## src/rtl/lfsr_dice_roller_if.sv

```systemverilog
// rtl/lfsr_dice_roller_if.sv - control/result bundle for the LFSR dice roller (FORCE_ROLL_EN adds force ports)
interface lfsr_dice_roller_if #(
    parameter int WIDTH    = 16,
    parameter int NUM_DICE = 2
);
    localparam int SUM_W = $clog2(6 * NUM_DICE + 1);

    logic                    clock_en;
    logic                    seed_load;
    logic [WIDTH-1:0]        seed;
    logic                    roll_req;
    logic                    roll_busy;
    logic                    roll_valid;
    logic [3*NUM_DICE-1:0]   dice;
    logic [SUM_W-1:0]        sum;
    logic [WIDTH-1:0]        lfsr_state;
`ifdef FORCE_ROLL_EN
    logic                    force_en;
    logic [3*NUM_DICE-1:0]   force_dice;
`endif

    // Controller side: drives requests and seed, observes results.
    modport master (
        output clock_en, seed_load, seed, roll_req,
`ifdef FORCE_ROLL_EN
        output force_en, force_dice,
`endif
        input  roll_busy, roll_valid, dice, sum, lfsr_state
    );

    // Roller side.
    modport slave (
        input  clock_en, seed_load, seed, roll_req,
`ifdef FORCE_ROLL_EN
        input  force_en, force_dice,
`endif
        output roll_busy, roll_valid, dice, sum, lfsr_state
    );
endinterface

```

## src/rtl/lfsr_dice_roller.sv

```systemverilog
// rtl/lfsr_dice_roller.sv - Fibonacci LFSR with spin/extract roll controller (optional FORCE_ROLL_EN)
module lfsr_dice_roller #(
    parameter int               WIDTH       = 16,
    parameter logic [WIDTH-1:0] TAPS        = 16'hB400,
    parameter logic [WIDTH-1:0] RESET_SEED  = 1,
    parameter int               NUM_DICE    = 2,
    parameter int               SPIN_CYCLES = 8
) (
    input  logic             clock,
    input  logic             reset_n,
    lfsr_dice_roller_if.slave bus
);
    localparam int SUM_W = $clog2(6 * NUM_DICE + 1);
    localparam int IDX_W = (NUM_DICE > 1) ? $clog2(NUM_DICE) : 1;
    localparam int CNT_W = (SPIN_CYCLES > 1) ? $clog2(SPIN_CYCLES) : 1;

    typedef enum logic [1:0] {
        IDLE    = 2'd0,
        SPIN    = 2'd1,
        EXTRACT = 2'd2,
        DONE    = 2'd3
    } state_t;

    state_t                  state;
    logic [WIDTH-1:0]        lfsr;
    logic [CNT_W-1:0]        spin_cnt;
    logic [IDX_W-1:0]        die_idx;
    logic [3*NUM_DICE-1:0]   shadow;
    logic [3*NUM_DICE-1:0]   dice_q;
    logic [SUM_W-1:0]        sum_q;
    logic                    valid_q;
    logic                    busy_q;
`ifdef FORCE_ROLL_EN
    logic                    force_q;
`endif

    logic [WIDTH-1:0]        lfsr_step;
    logic [WIDTH-1:0]        seed_fixed;
    logic [2:0]              candidate;
    logic                    cand_ok;
    logic                    last_die;
    logic [3*NUM_DICE-1:0]   shadow_next;

    function automatic logic [SUM_W-1:0] dice_sum(input logic [3*NUM_DICE-1:0] d);
        logic [SUM_W-1:0] acc;
        acc = '0;
        for (int i = 0; i < NUM_DICE; i++) begin
            acc = acc + SUM_W'(d[3*i +: 3]);
        end
        return acc;
    endfunction

    assign lfsr_step  = {lfsr[WIDTH-2:0], ^(lfsr & TAPS)};
    // An all-zero seed would lock the LFSR forever, so it is replaced by 1.
    assign seed_fixed = (bus.seed == '0) ? WIDTH'(1) : bus.seed;
    assign candidate  = lfsr[2:0];
    assign cand_ok    = (candidate != 3'd0) && (candidate != 3'd7);
    assign last_die   = (die_idx == IDX_W'(NUM_DICE - 1));

    // Shadow dice with the current candidate merged in at the active index.
    always_comb begin
        shadow_next = shadow;
        shadow_next[3*int'(die_idx) +: 3] = candidate;
    end

    // LFSR, roll FSM and registered outputs; clock_en low freezes everything.
    always_ff @(posedge clock or negedge reset_n) begin
        if (!reset_n) begin
            state    <= IDLE;
            lfsr     <= RESET_SEED;
            spin_cnt <= '0;
            die_idx  <= '0;
            shadow   <= '0;
            dice_q   <= '0;
            sum_q    <= '0;
            valid_q  <= 1'b0;
            busy_q   <= 1'b0;
`ifdef FORCE_ROLL_EN
            force_q  <= 1'b0;
`endif
        end else if (bus.clock_en) begin
            valid_q <= 1'b0;
            if (bus.seed_load) begin
                // Reseeding abandons any roll in flight; outputs keep the last roll.
                lfsr   <= seed_fixed;
                state  <= IDLE;
                busy_q <= 1'b0;
            end else begin
                lfsr <= lfsr_step;
                case (state)
                    IDLE: begin
                        if (bus.roll_req) begin
                            state    <= SPIN;
                            spin_cnt <= CNT_W'(SPIN_CYCLES - 1);
                            die_idx  <= '0;
                            busy_q   <= 1'b1;
`ifdef FORCE_ROLL_EN
                            force_q  <= bus.force_en;
`endif
                        end
                    end
                    SPIN: begin
                        if (spin_cnt == '0) begin
`ifdef FORCE_ROLL_EN
                            if (force_q) begin
                                state   <= DONE;
                                dice_q  <= bus.force_dice;
                                sum_q   <= dice_sum(bus.force_dice);
                                valid_q <= 1'b1;
                                busy_q  <= 1'b0;
                            end else begin
                                state <= EXTRACT;
                            end
`else
                            state <= EXTRACT;
`endif
                        end else begin
                            spin_cnt <= spin_cnt - CNT_W'(1);
                        end
                    end
                    EXTRACT: begin
                        if (cand_ok) begin
                            shadow  <= shadow_next;
                            die_idx <= die_idx + IDX_W'(1);
                            if (last_die) begin
                                state   <= DONE;
                                dice_q  <= shadow_next;
                                sum_q   <= dice_sum(shadow_next);
                                valid_q <= 1'b1;
                                busy_q  <= 1'b0;
                            end
                        end
                    end
                    DONE: begin
                        state <= IDLE;
                    end
                    default: begin
                        state  <= IDLE;
                        busy_q <= 1'b0;
                    end
                endcase
            end
        end
    end

    assign bus.lfsr_state = lfsr;
    assign bus.dice       = dice_q;
    assign bus.sum        = sum_q;
    assign bus.roll_valid = valid_q;
    assign bus.roll_busy  = busy_q;
endmodule

```

## src/flat_wrapper.sv

```systemverilog
// flat-port wrapper written by rule: the top's interface ports become plain ports
module lfsr_dice_roller_flat 
#(
    parameter int               WIDTH       = 16,
    parameter logic [WIDTH-1:0] TAPS        = 16'hB400,
    parameter logic [WIDTH-1:0] RESET_SEED  = 1,
    parameter int               NUM_DICE    = 2,
    parameter int               SPIN_CYCLES = 8
)
  (clock, reset_n, bus_clock_en, bus_seed_load, bus_seed, bus_roll_req, bus_roll_busy, bus_roll_valid, bus_dice, bus_sum, bus_lfsr_state);
  lfsr_dice_roller_if #(.WIDTH(WIDTH), .NUM_DICE(NUM_DICE)) bus_i ();
  input  logic clock;
  input  logic reset_n;
  input wire logic [$bits(bus_i.clock_en)-1:0] bus_clock_en;
  input wire logic [$bits(bus_i.seed_load)-1:0] bus_seed_load;
  input wire logic [$bits(bus_i.seed)-1:0] bus_seed;
  input wire logic [$bits(bus_i.roll_req)-1:0] bus_roll_req;
  output wire logic [$bits(bus_i.roll_busy)-1:0] bus_roll_busy;
  output wire logic [$bits(bus_i.roll_valid)-1:0] bus_roll_valid;
  output wire logic [$bits(bus_i.dice)-1:0] bus_dice;
  output wire logic [$bits(bus_i.sum)-1:0] bus_sum;
  output wire logic [$bits(bus_i.lfsr_state)-1:0] bus_lfsr_state;
  assign bus_i.clock_en = bus_clock_en;
  assign bus_i.seed_load = bus_seed_load;
  assign bus_i.seed = bus_seed;
  assign bus_i.roll_req = bus_roll_req;
  assign bus_roll_busy = bus_i.roll_busy;
  assign bus_roll_valid = bus_i.roll_valid;
  assign bus_dice = bus_i.dice;
  assign bus_sum = bus_i.sum;
  assign bus_lfsr_state = bus_i.lfsr_state;
  lfsr_dice_roller #(.WIDTH(WIDTH), .TAPS(TAPS), .RESET_SEED(RESET_SEED), .NUM_DICE(NUM_DICE), .SPIN_CYCLES(SPIN_CYCLES)) u_core (.clock(clock), .reset_n(reset_n), .bus(bus_i));
endmodule
```

## config.mk

```make
export PLATFORM = sky130hd
export DESIGN_NAME = lfsr_dice_roller_flat
export DESIGN_NICKNAME = d
export VERILOG_FILES = /design/src/rtl/lfsr_dice_roller_if.sv /design/src/rtl/lfsr_dice_roller.sv /design/src/flat_wrapper.sv
export SDC_FILE = /design/constraint.sdc
export NUM_CORES = 1
export LEC_CHECK = 0
export BUFFER_PORTS_ARGS = -buffer_cell sky130_fd_sc_hd__buf_4
export CORE_MARGIN = 3
export CORE_UTILIZATION = 39
export CTS_BUF_LIST = sky130_fd_sc_hd__clkbuf_8
export CTS_CLUSTER_DIAMETER = 50
export CTS_CLUSTER_SIZE = 10
export DETAILED_ROUTE_END_ITERATION = 10
export HOLD_SLACK_MARGIN = 0.06
export SLEW_MARGIN = 30
export SYNTH_ARGS = -nofsm -noshare
export SYNTH_HDL_FRONTEND = slang
export SYNTH_SLANG_ARGS = --single-unit
```

## constraint.sdc

```tcl
create_clock -name clock -period 3.1 [get_ports clock]
set_clock_uncertainty 0.05 [all_clocks]
set_input_delay 0.465 -clock clock [delete_from_list [all_inputs] [get_ports clock]]
set_output_delay 0.465 -clock clock [all_outputs]
set_load 0.02 [all_outputs]
```

==> run_results.csv, run 1 <==
group,metric,value,unit
synth,yosys-top-cells-area,"dfrtp_1 44%, mux2_2 6.1%, mux2_4 5.4%",
grt,antenna_found_initial,0,
timing,period_needed,2.107,ns
power_and_ir_drop,combPwrFrac,40.2,%
detailed_routing,vias_per_cell,5.153,
synth,synthTopCellsByCount,"39 x dfrtp_1, 18 x nand2_1, 17 x o21ai_0",
timing,fmax,0.4746,GHz
grt,grt_pass1_wl,7.838,mm
setup_path,arrival,2.25,ns
worst_hold_path,hp-class,"primary input to async pin",
floorplanning,coreArea,5303,um2
clock_tree,clock_latency,0.30,ns
setup_path,crit_type,"flop to flop",
synth,yosysTopAreaCell,"dfrtp_1",
final_layout,antennaDiodeCount,0,
synth,synth_seq_area_share,45.33,%
setup_path,cp.required,3.24,ns
power_and_ir_drop,power_density,726.3,nW/um2
clock_tree,cts_tree,"done",
detailed_routing,drcViolationCount,0,
timing,hold_slack,0.08302,ns
clock_tree,htreeDepth,2,
timing,period_share,67.98,%
synth,ys_async_sr_fraction,100.0,%
synth,syn-num-nets,229,
synth,synth-seq-cells,40,
detailed_routing,wl_per_cell,14.63,um
detailed_routing,first_pass_iters,4,
clock_tree,cts_resized,0,
floorplanning,dieWidth,81.29,um
placed_design,portBuffers,48,
placed_design,gp_congestion,0.7264,
setup_path,crit_path_start_kind,"flop",
synth,yosysMostFrequentCell,"dfrtp_1",
grt,overflow,0,
floorplanning,io_pins,49,
detailed_routing,drt_iter0_drc,65,
final_layout,drive_gt1_share,35.39,%
floorplanning,die_area,6608,um2
grt,grt_use_total,15.55,%
floorplanning,die_y,81.29,um
synth,synth_area,2211,um2
clock_tree,cts.path.max_buffers,2,
floorplanning,row_count,26,
floorplanning,initial_core_util,41.69,%
synth,syn_area_per_cell,11.17,um2
placed_design,hpwl,3.202,mm
power_and_ir_drop,internal-power,1.245,mW
grt,first_global_vias,1608,
flow_run,maxCapViolCount,0,
power_and_ir_drop,vdd_ir_drop_max,0.0003350,V
clock_tree,cts.sinks,40,
timing,setup_viol,0,
clock_tree,hold_buffers,0,
synth,synth-edff-count,0,
setup_path,cp_max_fo,11,
final_layout,syn2layout_area_growth,20.37,%
detailed_routing,ant_nets,0,
timing,setup-tns-final,0,ns
detailed_routing,wl,4.580,mm
synth,syn_inst,198,
synth,synth_top_area_share,44.14,%
power_and_ir_drop,clockPowerShare,18.8,%
clock_tree,post_cts_buffers,0,
synth,yosys_warnings,0,
status,outcome,"completed",
detailed_routing,vias,1613,
clock_tree,numCtsBuffers,5,
synth,synth_flop_cell,"dfrtp_1",
final_layout,final.fill_count,507,
final_layout,finalNetCount,273,
clock_tree,path_clk_slew,0.08,ns
power_and_ir_drop,pwr-share-seq,41.0,%
power_and_ir_drop,power_leakage,1.272,nW
power_and_ir_drop,switching_power,0.6879,mW
clock_tree,ctsRootBufferMaster,"clkbuf_8",
timing,hold_violations,0,
timing,relSlewSlack,59.89,%
grt,grt_max_degree,41,
synth,yosys.cell_types.count,45,
timing,slew_viol_final,0,
setup_path,end_kind,"flop",
timing,rsz0062_at_grt,"false",
power_and_ir_drop,switching_share,35.59,%
timing,tightest_slew,0.6016,ns
## layout by cell type (no fill, tap or decap), drive strengths merged, types with 2 or more instances in the layout
cell    Yosys  routed
o21a        2       2
o311ai      2       2
o21ai      17      17
ha          9       9
buf         9      48
nand2      18      18
mux2       20      20
nand4       3       3
nor2b       2       2
nor4        4       4
dfrtp      39      39
xnor2       2       2
mux2i       5       5
clkbuf      2       6
inv        11      12
o211ai      6       6
or4b        2       2
a21boi      2       2
nor2        9       9
a21oi       5       5
xor2        2       2
a31oi       3       3
nand3       8       8
and2b       2       2
## logic make-up after synthesis
group,share of synthesized area (%)
compound gates,12.79
xor+xnor,1.585
flops,45.33
fa+ha+maj,5.999
buf+inv,6.507
simple gates,13.98
mux,13.81
## metrics by stage
step / power, mW / instances / area (um2) / utilization [%] / setup WS (ns)
floorplan: 1.338 / 198 / 2211 / - / 1.204
global placement: 1.568 / 305 / 2560 / 48.28 / 1.010
detailed placement: 1.580 / 305 / 2567 / 48.42 / 0.9938
CTS: 1.962 / 313 / 2661 / 50.19 / 0.9942
global route: 2.085 / 313 / 2661 / 50.19 / 0.9177
finish: 1.933 / 313 / 2661 / 50.19 / 0.9927
## sequential cells by signal, indices dropped and copies added (netlist names)
| register | flops |
|---|---|
| u_core.die_idx | 1 |
| u_core.bus.dice | 6 |
| u_core.bus.roll_valid | 1 |
| u_core.bus.lfsr_state | 16 |
| u_core.bus.sum | 4 |
| u_core.state | 2 |
| u_core.shadow | 6 |
| u_core.spin_cnt | 3 |
| u_core.bus.roll_busy | 1 |
## per-layer routing
layer  wire, um  global-route usage (%)  up-vias
met4         64                   5.574        0
met1       2125                   19.72      775
met5          0                       0        -
met3        186                   3.326        7
met2       2203                   25.98       33
li1           -                       -      798
## worst paths after layout
| check | from | to | slack (ns) | cells after the start |
|---|---|---|---|---|
| min in group clock | bus_seed[9] | u_core.bus.lfsr_state[9]$_DFFE_PN0P_ | 0.33 | 3 |
| setup reg to reg | u_core.die_idx$_DFFE_PN0P_ | u_core.bus.sum[1]$_DFFE_PN0P_ | 0.99 | 4 |
| setup / recovery | u_core.die_idx$_DFFE_PN0P_ | u_core.bus.sum[1]$_DFFE_PN0P_ | 0.99 | 4 |
| hold reg to reg | u_core.bus.sum[3]$_DFFE_PN0P_ | u_core.bus.sum[3]$_DFFE_PN0P_ | 0.44 | 2 |
| hold / removal | reset_n | u_core.bus.lfsr_state[6]$_DFFE_PN0P_ | 0.08 | 1 |
| max in group asynchronous | reset_n | u_core.bus.lfsr_state[0]$_DFFE_PN1P_ | 2.55 | 1 |
## critical path: stages (launching register included)
cell and delay (ns):
dfrtp_1 0.61, mux2_2 0.41, ha_1 0.23, fa_1 0.43
mux2_4 0.27
## power groups by stage
stage | registers [mW] | logic (mW) | clock network (mW)
after floorplan | 0.849 | 0.489 | 0
after global placement | 0.800 | 0.768 | 0
after detailed placement | 0.805 | 0.775 | 0
after CTS | 0.793 | 0.786 | 0.383
after global routing | 0.819 | 0.862 | 0.404
final | 0.792 | 0.778 | 0.364
## layout make-up
cell class                      instances  area [um2]  area share (%)
Multi-Input combinational cell        135        1072           40.29
Sequential cell                        40        1002           37.66
Timing Repair Buffer                   48       360.3           13.54
Tap cell                               70       87.58           3.291
Clock buffer                            6       82.58           3.103
Inverter                               12       45.04           1.693
Clock inverter                          2       11.26          0.4231
Note: power is estimated with default switching activity, not from simulation.
==> run 2, diff against run 1 <==
- clock period: 3.1 -> 2.1 ns (I/O delays scaled with it)
==> run_results.csv, run 2 (synthesis results as in run 1) <==
group,metric,value,unit
power_and_ir_drop,vdd_ir_drop_max,0.0004966,V
timing,period_needed,1.950,ns
clock_tree,cts_resized,0,
detailed_routing,wl_per_cell,14.23,um
clock_tree,post_cts_buffers,0,
power_and_ir_drop,power_density,1089,nW/um2
grt,grt_max_degree,41,
setup_path,cp.required,2.24,ns
clock_tree,ctsRootBufferMaster,"clkbuf_8",
placed_design,gp_congestion,0.7521,
detailed_routing,vias,1617,
clock_tree,cts.path.max_buffers,2,
setup_path,critical-path-max-stage-delay,0.40,ns
timing,slew_viol_final,0,
clock_tree,numCtsBuffers,5,
setup_path,crit_type,"flop to flop",
timing,period_share,92.86,%
placed_design,placed_area,2605,um2
power_and_ir_drop,power_leakage,1.317,nW
placed_design,hpwl,3.309,mm
floorplanning,die_area,6608,um2
grt,first_global_vias,1590,
detailed_routing,vias_per_cell,5.053,
detailed_routing,first_pass_iters,4,
worst_hold_path,hp-class,"primary input to flop",
clock_tree,cts.sinks,40,
status,outcome,"completed",
final_layout,largest_reg_flops,16,
placed_design,portBuffers,48,
floorplanning,die_y,81.29,um
setup_path,worstPathCellList,"inv_1 > ha_1 > and3b_2 > nand4_4 > mux2_4",
final_layout,regArea,1002,um2
detailed_routing,met3_length,209,um
detailed_routing,wl,4.554,mm
clock_tree,clock_latency,0.29,ns
final_layout,drive_gt1_share,36.40,%
setup_path,cp_max_fo,16,
setup_path,crit_path_start,"u_core.state[0]$_DFFE_PN0P_",
placed_design,place_ws,0.1530,ns
timing,relSlewSlack,66.21,%
grt,grt_pass1_wl,7.700,mm
detailed_routing,met1_length,2.217,mm
grt,overflow,0,
floorplanning,row_count,26,
setup_path,slowest_stage,"dfrtp_1",
final_layout,multi_input_area,1065,um2
timing,rsz0062_at_grt,"false",
floorplanning,io_pins,49,
detailed_routing,wl_met2,2.080,mm
floorplanning,initial_core_util,41.69,%
grt,antenna_found_initial,0,
clock_tree,path_clk_slew,0.08,ns
grt,grt_use_total,15.21,%
setup_path,arrival,2.09,ns
detailed_routing,drcViolationCount,0,
detailed_routing,highest_layer,"met4",
detailed_routing,drt_iter0_drc,74,
timing,setup_viol,0,
final_layout,final_util,51.35,%
final_layout,antennaDiodeCount,0,
flow_run,maxCapViolCount,0,
floorplanning,dieWidth,81.29,um
final_layout,layout_commonest_cell,"buf_4",
setup_path,end_kind,"flop",
timing,setup_ws,0.1499,ns
final_layout,final.fill_count,499,
detailed_routing,ant_nets,0,
clock_tree,cts_tree,"done",
final_layout,syn2layout_area_growth,23.15,%
clock_tree,htreeDepth,2,
floorplanning,coreArea,5303,um2
timing,setup-tns-final,0,ns
setup_path,r2r-start,"u_core.state[0]$_DFFE_PN0P_",
timing,fmax,0.5128,GHz
worst_hold_path,holdCritStartpoint,"bus_seed[5]",
setup_path,crit_path_start_kind,"flop",
timing,hold_violations,0,
final_layout,final_cell_mix,"54 x buf_4, 39 x dfrtp_1, 18 x nand2_1",
final_layout,finalNetCount,280,
final_layout,final_cell_area,2723,um2
timing,tightest_slew,0.5068,ns
==> run 2: final timing paths <==
check	end	slack [ns]	depth (start not counted)
worst max-delay path	u_core.bus.dice[5]$_DFFE_PN0P_	0.15	5
worst min-delay path	u_core.bus.lfsr_state[5]$_DFFE_PN0P_	0.16	3
worst max register to register	u_core.bus.dice[5]$_DFFE_PN0P_	0.15	5
worst min register to register	u_core.bus.sum[3]$_DFFE_PN0P_	0.44	2
max in group asynchronous	u_core.bus.lfsr_state[0]$_DFFE_PN1P_	1.15	2
min in group asynchronous	u_core.bus.lfsr_state[6]$_DFFE_PN0P_	0.48	2
==> run 2: repair_timing <==
item	CTS	global route
hold buffers	1	0
endpoints found under the setup margin	0	0
endpoints found under the hold margin	39	0
==> run 2: final cells by class <==
cell class              count  area share [%]
well taps                  70           3.217
clock inverters             3           1.425
inverters                  12           1.654
clock buffers               5           2.528
repair buffers             55           15.26
multi-input cells         135           39.11
flip-flops and latches     40           36.81
==> run 2: worst max-delay path: cells and delay by family, from the launching register on <==
family	cells	cell delay (ns)
fa+ha+maj	1	0.30
simple gates	2	0.57
buf+inv	1	0.14
mux	1	0.38
flops	1	0.40
==> run 2: routing by layer <==
metal,global-route usage (%),up-vias
met5,0,-
met4,3.547,0
met3,4.656,6
met2,24.10,27
met1,20.31,773
li1,-,811
==> run 2: power by group <==
group          switching [mW]  internal, mW  leakage [nW]
Sequential              0.174         0.983         0.493
Clock                   0.275         0.348        0.0593
Combinational           0.564         0.621         0.764
==> run 2: metrics by stage <==
stage | hold slack, ns | cells | total power [mW]
finish | 0.1627 | 320 | 2.966
global route | 0.1466 | 320 | 3.201
CTS | 0.1523 | 320 | 3.007
detailed placement | 0.2780 | 311 | 2.366
global placement | 0.2778 | 311 | 2.353
floorplan | -0.03059 | 198 | 1.976
==> run 3, diff against run 2 <==
- GPL_TIMING_DRIVEN: unset -> 0
==> run_results.csv, run 3 (synthesis results as in run 1) <==
group,metric,value,unit
setup_path,slowest_stage,"dfrtp_1",
setup_path,worstPathCellList,"inv_1 > ha_2 > and3b_2 > nand4_4 > buf_8 > mux2_4",
setup_path,path_buf_inv,2,
detailed_routing,vias,1654,
final_layout,antennaDiodeCount,0,
setup_path,end_kind,"flop",
floorplanning,row_count,26,
timing,setup_viol,0,
worst_hold_path,hold_end,"u_core.bus.lfsr_state[7]$_DFFE_PN0P_",
setup_path,r2r-end,"u_core.bus.sum[0]$_DFFE_PN0P_",
clock_tree,cts.path.max_buffers,2,
floorplanning,coreArea,5303,um2
grt,use_met1,20.97,%
placed_design,hpwl,3.555,mm
final_layout,largest_reg_flops,16,
setup_path,r2r_cells,6,
setup_path,arrival,2.12,ns
power_and_ir_drop,power_leakage,1.335,nW
final_layout,final.fill_count,511,
setup_path,cp.required,2.24,ns
grt,first_global_vias,1652,
setup_path,cp_max_fo,10,
clock_tree,clock_latency,0.30,ns
timing,slew_viol_final,0,
setup_path,crit_type,"flop to flop",
setup_path,r2r-start,"u_core.state[0]$_DFFE_PN0P_",
worst_hold_path,hp-class,"primary input to flop",
setup_path,crit_path_start_kind,"flop",
grt,antenna_found_initial,0,
final_layout,drive_gt1_share,37.65,%
final_layout,syn2layout_area_growth,26.03,%
final_layout,layout_commonest_cell,"buf_4",
worst_hold_path,whs_path_depth,3,
placed_design,portBuffers,48,
setup_path,path_delay_family,"simple AND/OR/NAND/NOR gates",
detailed_routing,ant_nets,0,
clock_tree,cts_tree,"done",
grt,grtUsageMet3,3.437,%
power_and_ir_drop,power_density,1080,nW/um2
clock_tree,path_clk_slew,0.09,ns
final_layout,regArea,1002,um2
grt,use_met2,25.73,%
grt,grt_use_total,15.86,%
final_layout,final_cell_area,2786,um2
floorplanning,initial_core_util,41.69,%
clock_tree,post_cts_buffers,0,
timing,period_share,94.06,%
power_and_ir_drop,power,3.010,mW
floorplanning,dieWidth,81.29,um
placed_design,placed_area,2659,um2
timing,rsz0062_at_grt,"false",
floorplanning,die_y,81.29,um
worst_hold_path,holdCritStartpoint,"bus_seed[7]",
detailed_routing,wl,4.777,mm
clock_tree,numCtsBuffers,5,
grt,grt_pass1_wl,8.010,mm
clock_tree,htreeDepth,2,
timing,setup-tns-final,0,ns
grt,top_usage_layer,"met2",
grt,overflow,0,
clock_tree,ctsRootBufferMaster,"clkbuf_8",
final_layout,multi_input_area,1067,um2
timing,fmax,0.5063,GHz
detailed_routing,vias_per_cell,5.089,
detailed_routing,first_pass_iters,4,
timing,hold_violations,0,
floorplanning,die_area,6608,um2
placed_design,gp_congestion,0.7907,
final_layout,finalNetCount,285,
detailed_routing,drcViolationCount,0,
final_layout,final_cell_mix,"50 x buf_4, 39 x dfrtp_1, 18 x nand2_1",
setup_path,rrSetupSlack,0.12,ns
flow_run,maxCapViolCount,0,
timing,relSlewSlack,65.67,%
floorplanning,io_pins,49,
setup_path,critical-path-max-stage-delay,0.42,ns
clock_tree,cts.sinks,40,
timing,tightest_slew,0.5150,ns
detailed_routing,drt_iter0_drc,64,
grt,grt_max_degree,41,
power_and_ir_drop,vdd_ir_drop_max,0.0004830,V
detailed_routing,wl_per_cell,14.70,um
timing,period_needed,1.975,ns
status,outcome,"completed",
run 3: stage by stage:
step                      hold WS, ns  std cells  util [%]  setup WS (ns)
after detailed placement       0.2758        316     50.14        0.07021
final                          0.1598        325     52.55         0.1248
after global routing           0.1523        325     52.55        0.02556
after CTS                      0.1511        325     52.50        0.06193
after global placement         0.2717        316     50.14        0.08693
after floorplan              -0.03059        198         -         0.2044
run 3: cell type report:
cell class | count | share of cell area (%)
well taps | 70 | 3.143
plain buffers | 11 | 3.547
clock buffers | 5 | 2.470
repair buffers | 49 | 13.29
clock inverters | 3 | 1.661
inverters | 12 | 1.617
multi-input cells | 135 | 38.30
flip-flops and latches | 40 | 35.97
run 3: worst reg2reg max path, cell delays in order, from the launching register on:
cell and delay [ns]:
dfrtp_1 0.42, inv_1 0.16, ha_2 0.28, and3b_2 0.26, nand4_4 0.20, buf_8 0.21, mux2_4 0.29
run 3: repair_timing:
item / in CTS / in global routing
endpoints found under the hold margin: 39 / 0
resized for setup: 0 / 1
hold buffers: 1 / 0
endpoints found under the setup margin: 0 / 6
run 3: how the worst max path moves through the flow:
stage                                                    start                              to  slack [ns]  cells past startpoint
after floorplan           u_core.bus.lfsr_state[0]$_DFFE_PN1P_   u_core.bus.sum[1]$_DFFE_PN0P_        0.20                      5
after global placement             u_core.state[0]$_DFFE_PN0P_  u_core.bus.dice[3]$_DFFE_PN0P_        0.09                      6
after detailed placement           u_core.state[0]$_DFFE_PN0P_   u_core.bus.sum[0]$_DFFE_PN0P_        0.07                      6
after CTS                          u_core.state[0]$_DFFE_PN0P_   u_core.bus.sum[0]$_DFFE_PN0P_        0.06                      6
after global routing               u_core.state[0]$_DFFE_PN0P_     u_core.state[0]$_DFFE_PN0P_        0.03                      6
final                              u_core.state[0]$_DFFE_PN0P_   u_core.bus.sum[0]$_DFFE_PN0P_        0.12                      6
run 3: power breakdown:
group | total (mW) | internal (mW) | switching (mW)
clock | 0.652 | 0.358 | 0.294
combinational | 1.24 | 0.629 | 0.611
sequential | 1.12 | 0.983 | 0.135
run 3: routing by layer:
layer,part of all wire (%),vias to the layer above,routed length [um]
met5,0,-,0
met4,1.2,0,57
met3,3.5,7,166
met2,47,28,2252
met1,48,799,2301
li1,-,820,-
